--- config.mk ---
export PLATFORM = sky130hd
export DESIGN_NAME = cam_rgb565_capture
export DESIGN_NICKNAME = d
export VERILOG_FILES = /design/src/rtl/cam_rgb565_capture.sv
export SDC_FILE = /design/constraint.sdc
export NUM_CORES = 1
export LEC_CHECK = 0
export CORE_ASPECT_RATIO = 1.1
export CORE_UTILIZATION = 45
export DETAILED_ROUTE_END_ITERATION = 10
export PLACE_DENSITY = 0.79
export SLEW_MARGIN = 40
export SYNTH_ARGS = -nofsm -noshare
export SYNTH_HDL_FRONTEND = slang
export SYNTH_SLANG_ARGS = --single-unit
--- constraint.sdc ---
create_clock -name vid_clk -period 2.7 [get_ports vid_clk]
set_input_delay 0.54 -clock vid_clk [delete_from_list [all_inputs] [get_ports vid_clk]]
set_output_delay 0.54 -clock vid_clk [all_outputs]
set_load 0.01 [all_outputs]
--- src/rtl/cam_rgb565_capture.sv ---
// cam_rgb565_capture
// Video-input stage: registers the 8-bit camera bus, packs byte pairs into
// RGB565 pixels and feeds the frame-buffer line writer. Every accepted line
// delivers exactly H_RES_PIX pixels (short lines padded, long lines
// truncated) and at most V_RES_PIX lines are emitted per frame.
module cam_rgb565_capture #(
    parameter int unsigned H_RES_PIX     = 640,
    parameter int unsigned V_RES_PIX     = 480,
    parameter bit          HI_BYTE_FIRST = 1'b1,
    parameter logic [15:0] PAD_COLOR     = 16'h0000
) (
    input  logic                               vid_clk,
    input  logic                               reset_n,
    input  logic                               cam_vsync,
    input  logic                               cam_href,
    input  logic [7:0]                         cam_data,
    input  logic                               capture_en,
    input  logic                               clear_err,
    output logic                               v_sync,
    output logic                               data_valid,
    output logic [15:0]                        DATA_out,
    output logic [$clog2(V_RES_PIX - 1) - 1:0] line_count,
    output logic                               err_short,
    output logic                               err_long
);

    // Output width of line_count; the internal counter is wide enough to
    // hold V_RES_PIX itself so the "frame full" test never wraps.
    localparam int LC_W = $clog2(V_RES_PIX - 1);
    localparam int LI_W = $clog2(V_RES_PIX + 1);
    localparam int PC_W = $clog2(H_RES_PIX + 1);

    localparam logic [PC_W-1:0] H_MAX = PC_W'(H_RES_PIX);
    localparam logic [LI_W-1:0] V_MAX = LI_W'(V_RES_PIX);

    typedef enum logic [2:0] {
        S_IDLE,
        S_FIRST,
        S_SECOND,
        S_PAD,
        S_EOL,
        S_SKIP
    } state_e;

    // Input pipeline. The FSM works on the second stage (href_d2/data_d2) so
    // that a href rising edge seen on stage 1 lines up with byte 0 arriving
    // on stage 2 in the very next cycle.
    logic       vsync_d1_q, vsync_d2_q;
    logic       href_d1_q, href_d2_q;
    logic [7:0] data_d1_q, data_d2_q;

    state_e            state_q;
    logic              frame_en_q;
    logic              discard_q;
    logic [7:0]        byte0_q;
    logic [PC_W-1:0]   pix_q;
    logic [LI_W-1:0]   line_q;
    logic              v_sync_q;
    logic              data_valid_q;
    logic [15:0]       data_out_q;
    logic              err_short_q;
    logic              err_long_q;

    logic              vsync_rise;
    logic              href_rise;
    logic              frame_en_d;
    logic [PC_W-1:0]   pix_next;
    logic [LI_W-1:0]   line_next;
    logic              pix_full;
    logic              line_room;
    logic              eol_room;
    logic [15:0]       pixel;

    // Register the camera bus and keep a second stage for edge detection.
    always_ff @(posedge vid_clk or negedge reset_n) begin
        if (!reset_n) begin
            vsync_d1_q <= 1'b0;
            vsync_d2_q <= 1'b0;
            href_d1_q  <= 1'b0;
            href_d2_q  <= 1'b0;
            data_d1_q  <= 8'h00;
            data_d2_q  <= 8'h00;
        end else begin
            // NOTE: non-blocking assignments let every stage sample the
            // previous value of the stage before it, forming a true pipeline.
            vsync_d1_q <= cam_vsync;
            vsync_d2_q <= vsync_d1_q;
            href_d1_q  <= cam_href;
            href_d2_q  <= href_d1_q;
            data_d1_q  <= cam_data;
            data_d2_q  <= data_d1_q;
        end
    end

    assign vsync_rise = vsync_d1_q & ~vsync_d2_q;
    assign href_rise  = href_d1_q & ~href_d2_q;
    assign frame_en_d = vsync_rise ? capture_en : frame_en_q;
    assign pix_next   = pix_q + PC_W'(1);
    assign line_next  = line_q + LI_W'(1);
    assign pix_full   = (pix_q == H_MAX);
    assign line_room  = (line_q < V_MAX);
    assign eol_room   = (line_next < V_MAX);
    assign pixel      = HI_BYTE_FIRST ? {byte0_q, data_d2_q} : {data_d2_q, byte0_q};

    // Line FSM with counters, registered outputs and sticky error flags.
    always_ff @(posedge vid_clk or negedge reset_n) begin
        if (!reset_n) begin
            state_q      <= S_IDLE;
            frame_en_q   <= 1'b0;
            discard_q    <= 1'b0;
            byte0_q      <= 8'h00;
            pix_q        <= '0;
            line_q       <= '0;
            v_sync_q     <= 1'b0;
            data_valid_q <= 1'b0;
            data_out_q   <= 16'h0000;
            err_short_q  <= 1'b0;
            err_long_q   <= 1'b0;
        end else begin
            data_valid_q <= 1'b0;
            frame_en_q   <= frame_en_d;
            // Equivalent to vsync_d2 & frame_en, but taken from a flop.
            v_sync_q     <= vsync_d1_q & frame_en_d;

            // NOTE: any set further down is a later non-blocking assignment
            // to the same flag and therefore overrides this clear.
            if (clear_err) begin
                err_short_q <= 1'b0;
                err_long_q  <= 1'b0;
            end

            if (vsync_rise) begin
                state_q   <= S_IDLE;
                pix_q     <= '0;
                line_q    <= '0;
                discard_q <= 1'b0;
                if (state_q == S_FIRST || state_q == S_SECOND || state_q == S_PAD)
                    err_short_q <= 1'b1;
            end else begin
                case (state_q)
                    S_IDLE: begin
                        if (href_rise) begin
                            state_q <= (frame_en_q && line_room) ? S_FIRST : S_SKIP;
                            if (frame_en_q && !line_room)
                                err_long_q <= 1'b1;
                        end
                    end

                    S_FIRST, S_SECOND: begin
                        if (!href_d2_q) begin
                            // End of line; a dangling byte 0 is simply dropped.
                            if (href_rise) begin
                                discard_q   <= 1'b1;
                                err_short_q <= 1'b1;
                            end
                            if (!pix_full) begin
                                state_q     <= S_PAD;
                                err_short_q <= 1'b1;
                            end else begin
                                state_q <= S_EOL;
                            end
                        end else if (state_q == S_FIRST) begin
                            byte0_q <= data_d2_q;
                            state_q <= S_SECOND;
                        end else begin
                            if (!pix_full) begin
                                data_valid_q <= 1'b1;
                                data_out_q   <= pixel;
                                pix_q        <= pix_next;
                            end else begin
                                err_long_q <= 1'b1;
                            end
                            state_q <= S_FIRST;
                        end
                    end

                    S_PAD: begin
                        data_valid_q <= 1'b1;
                        data_out_q   <= PAD_COLOR;
                        pix_q        <= pix_next;
                        // A line starting while padding cannot be captured.
                        if (href_rise) begin
                            discard_q   <= 1'b1;
                            err_short_q <= 1'b1;
                        end
                        if (pix_next == H_MAX)
                            state_q <= S_EOL;
                    end

                    S_EOL: begin
                        line_q    <= line_next;
                        pix_q     <= '0;
                        discard_q <= 1'b0;
                        if (discard_q) begin
                            state_q <= S_SKIP;
                        end else if (href_rise) begin
                            // A line starting right here is handled as in IDLE.
                            state_q <= (frame_en_q && eol_room) ? S_FIRST : S_SKIP;
                            if (frame_en_q && !eol_room)
                                err_long_q <= 1'b1;
                        end else begin
                            state_q <= S_IDLE;
                        end
                    end

                    S_SKIP: begin
                        if (!href_d1_q)
                            state_q <= S_IDLE;
                    end

                    default: state_q <= S_IDLE;
                endcase
            end
        end
    end

    assign v_sync     = v_sync_q;
    assign data_valid = data_valid_q;
    assign DATA_out   = data_out_q;
    assign line_count = line_q[LC_W-1:0];
    assign err_short  = err_short_q;
    assign err_long   = err_long_q;

endmodule
---- Word-level counts from Yosys, hierarchy flattened ----
Cells that the tools add are included.
word-level totals
  register bits after elaboration ......... 72
  bits of input ports ..................... 14
cells by class
  mux-type cells .......................... 51
  add/subtract/negate cells ............... 2
  eq/ne operators ......................... 17
  order comparisons ....................... 2
  bitwise logic cells ..................... 6
  reductions and logical operators ........ 18
operators with widths
  kind                                                                    count
  16-bit 2-to-1 mux                                                       3
  10-bit 2-to-1 mux                                                       4
  16-bit case mux with 2 select lines                                     1
  3-bit 2-to-1 mux                                                        10
  10-bit case mux with 3 select lines                                     1
  1-bit 2-to-1 mux                                                        24
  10-bit equality test (second input constant)                            2
  9-bit < comparator (second input constant)                              2
  9-bit 2-to-1 mux                                                        2
  3-bit inequality test (second input constant)                           6
  3-bit case mux with 5 select lines                                      1
  10-bit by 1-bit adder with 10-bit output (second input constant)        1
  9-bit by 1-bit adder with 9-bit output (second input constant)          1
  4-bit AND reduction                                                     2
  3-bit by 2-bit equality test with 1-bit output (second input constant)  2
  3-bit equality test (second input constant)                             2
  2-bit inequality test (second input constant)                           3
  1-bit case mux with 3 select lines                                      2
  5-bit AND reduction                                                     1
  1-bit logical AND                                                       4
  1-bit case mux with 2 select lines                                      2
  2-bit nonzero test                                                      2
  4-bit nonzero test                                                      1
  1-bit AND                                                               3
  10 further kinds                                                        14

---- Longest topological paths before layout ----
  depth after elaboration ................. 9
  depth in mapped cells ................... 8

---- Worst setup path before layout ----
Ideal clock, no wire load.
  path kind ............................... register -> register
  from .................................... register pix_q[3]
  to ...................................... register pix_q[3]
  buffers on the path ..................... 1
  setup time .............................. 0.118 ns
  path slack .............................. 0.653 ns
  data arrival time ....................... 1.929 ns
  cell stages (with the launch flop) ...... 7
  cells stage by stage .................... dfrtp_1 > or4b_1 > o31a_1 > o211ai_4 > buf_6 > o22ai_1 > a21o_1
on the way
  longest elaborated chain between the ends .. 6
  elaborated cells on any way between the ends .. 9
  those cells by class .................... 1 x add/sub; 2 x eq/ne; 5 x mux; 1 x reduce/logical
RTL lines
  item                                      RTL line  text
  from (decl)                               56        logic [PC_W-1:0] pix_q;
  from (signal assigned)                    169       pix_q <= pix_next;
  from (signal assigned)                    180       pix_q <= pix_next;
  10-bit by 1-bit adder with 10-bit output  98        assign pix_next = pix_q + PC_W'(1);
  10-bit 2-to-1 mux                         166       if (!pix_full) begin
  10-bit 2-to-1 mux                         162       end else if (state_q == S_FIRST) begin
  10-bit 2-to-1 mux                         150       if (!href_d2_q) begin
  10-bit case mux with 3 select lines       140       case (state_q)
  10-bit 2-to-1 mux                         132       if (vsync_rise) begin
Several ways; a longest one is shown, not always the timed one. The select of a mux whose other input is x is not followed.
A chain may end at the register's enable or synchronous reset.

---- Worst setup path in the final report ----
  from .................................... register pix_q[3]
  to ...................................... register data_out_q[6], in the netlist DATA_out[6]
on the way
  longest elaborated chain between the ends .. 3
RTL lines
  item                             RTL line  text
  10-bit equality test             100       assign pix_full = (pix_q == H_MAX);
  2-bit inequality test (no line)  --
  5-bit AND reduction (no line)    --
  to (signal assigned)             168       data_out_q <= pixel;
  to (decl)                        60        logic [15:0] data_out_q;
Every way passes these cells.

==> impl_metrics.ini <==
[outcome]
outcome = complete, no violations

[final_layout]
layout_common_cells = dfrtp_1, nand2_1, clkdlybuf4s50_1, nor2_1, o21ai_0
layout.nets = 360
final_cells = 430
area_growth_pct = 22.23
mostFrequentLayoutCell = dfrtp_1
diodes = 0
drive_above_1_share = 0.1092
multiInputGateArea_um2 = 1260
final-seq-area_um2 = 1802
fin_util = 0.5775
fillers = 576

[timing]
slew_headroom = 0.5682
finalHoldViolations = 0
timing.fmax_mhz = 419.6
setup_ws_ns = 0.3170
setup_viol = 0
rsz0062_at_grt = no
min_period_ns = 2.383
slew_viol_final = 0
fin_tns_setup_ns = 0
finalClockSkew_ns = 0.01144
fin_crit_sh = 0.8826
worstMarginPinSlew_ns = 0.6477

[setup_path]
critPathTopFamily = compound AO/OA/AOI/OAI gates
crit_required_ns = 2.90
worstPathArrival_ns = 2.58
endpoint_kind = flop
path_cells = or4b_1 -> o31a_1 -> o211ai_4 -> buf_4 -> o21ai_0
cp.buffers_inverters = 1
cpPeakStageDelay_ns = 0.61
timing_worst_setup_path_type = reg -> reg
cpMaxStageDelayCell = or4b_1
start_kind = flop
crit_fanout = 32

[placed_design]
dpl.cell_count = 414
pre_cts_slack_ns = 0.3192
gp_congestion = 0.8437
dp_hpwl_mm = 4.034
port_buffers = 42

[power]
p_leak_nw = 1.736
power_density_nw_per_um2 = 892.7
vdd_drop_max_mv = 0.3686

[synthesis]
ys_types = 55
ys.warnings.count = 0
syn_inst = 298
yosys_register_bits = 72
syn-num-nets = 315
async_flop_share = 1.000
avgSynthCellArea_um2 = 10.58
seq_area_frac_synth = 0.5717
dominantRegCellSynth = dfrtp_1
synth_area_um2 = 3152
synth_edf_count = 0

[global_routing]
grt_use_total = 0.1822
overflow = 0
grt_pass1_wl_mm = 10.30
grt_max_degree = 47
grt_pass1_vias = 2257
antenna_found_initial = 0

[route]
vias = 2298
firstDrtPassIters = 4
wl_per_cell_um = 13.49
drtIter0Drc = 131
viasPerCell = 5.344
drc_errors = 0
detail-route-antenna-nets = 0
wl_mm = 5.802

[floorplan]
num_rows = 31
start_util = 0.4724
dieArea_um2 = 7343
io_pins = 43
die_h_um = 89.78
core_um2 = 6671
fp.dieW_um = 81.80

[clocking]
cts.sinks = 72
cts_hold_buf = 0
root_buffer = clkbuf_8
post_cts_resized = 0
clk_latency_ns = 0.34
path_clk_slew_ns = 0.08
cts_tree = done
cts_buffer_depth = 2
htreeDepth = 3
numCtsBuffers = 9
post_cts_buffers = 0

[worst_hold_path]
hp-class = in -> async

[flow_run]
cap_viol_max_count = 0
[state kept, by name, summed over array words and instances (netlist names), 3 cells and up]
name	cells
byte0_q	8
pix_q	10
line_count	9
state_q	3
data_d1_q	8
DATA_out	16
data_d2_q	8
[synth_stat cells, types with 5 or more instances]
master / count / area share
nor2b_1: 6 / 0.012
o22ai_1: 7 / 0.014
o21ai_0: 21 / 0.033
clkbuf_1: 7 / 0.0083
dfrtp_1: 72 / 0.57
nor3_1: 5 / 0.0079
xnor2_1: 6 / 0.017
xor2_1: 6 / 0.017
a21oi_1: 5 / 0.0079
a21o_1: 7 / 0.017
nor2_1: 21 / 0.025
inv_1: 8 / 0.0095
mux2_2: 9 / 0.032
nand3_1: 6 / 0.0095
nand2_1: 47 / 0.056
nand4_1: 5 / 0.0099
[worst paths after layout]
kind,startpoint,to,slack [ns],depth (start not counted)
max in group asynchronous,reset_n,data_d2_q[6],1.82,2
min in group vid_clk,data_d1_q[5],data_d2_q[5],0.35,0
setup / recovery,pix_q[3],DATA_out[6],0.32,5
hold / removal,reset_n,line_count[2],0.22,1
setup reg to reg,pix_q[3],DATA_out[6],0.32,5
hold reg to reg,data_d1_q[5],data_d2_q[5],0.35,0
[metal layers]
metal	part of all wire	GRT usage
met1	0.46	0.2281
met2	0.50	0.2941
met3	0.030	0.04670
met4	0.014	0.07456
met5	0	0
[per-stage QoR]
stage / instance area, um^2 / total power [mW] / hold WS, ns
2_1_floorplan: 3152 / 2.191 / 0.2444
3_3_place_gp: 3656 / 2.588 / 0.3320
3_5_place_dp: 3656 / 2.637 / 0.3347
4_1_cts: 3852 / 3.470 / 0.2300
5_1_grt: 3852 / 3.682 / 0.2560
6_report: 3852 / 3.439 / 0.2167
[logic make-up (layout without fill, tap and decap cells)]
| logic type | count (synthesis) | count (layout) | share of synthesized area |
|---|---|---|---|
| mux | 9 | 9 | 0.03216 |
| xor+xnor | 12 | 12 | 0.03335 |
| fa+ha+maj | 4 | 4 | 0.01509 |
| simple gates | 117 | 117 | 0.1846 |
| compound gates | 63 | 63 | 0.1346 |
| buf+inv | 21 | 71 | 0.02858 |
| flops | 72 | 72 | 0.5717 |
[area by class of cell]
type,count,share of cell area
clock buffers,10,0.03313
clock inverters,6,0.01786
inverters,9,0.008769
multi-input cells,205,0.3271
flip-flops and latches,72,0.4677
well taps,82,0.02663
repair buffers,46,0.1189
[power breakdown]
part	leakage (nW)	internal [mW]	switching (mW)
sequential	0.910	1.32	0.230
clock	0.0968	0.432	0.397
combinational	0.729	0.543	0.514
total	1.74	2.30	1.14
(Power assumes the default switching activity.)
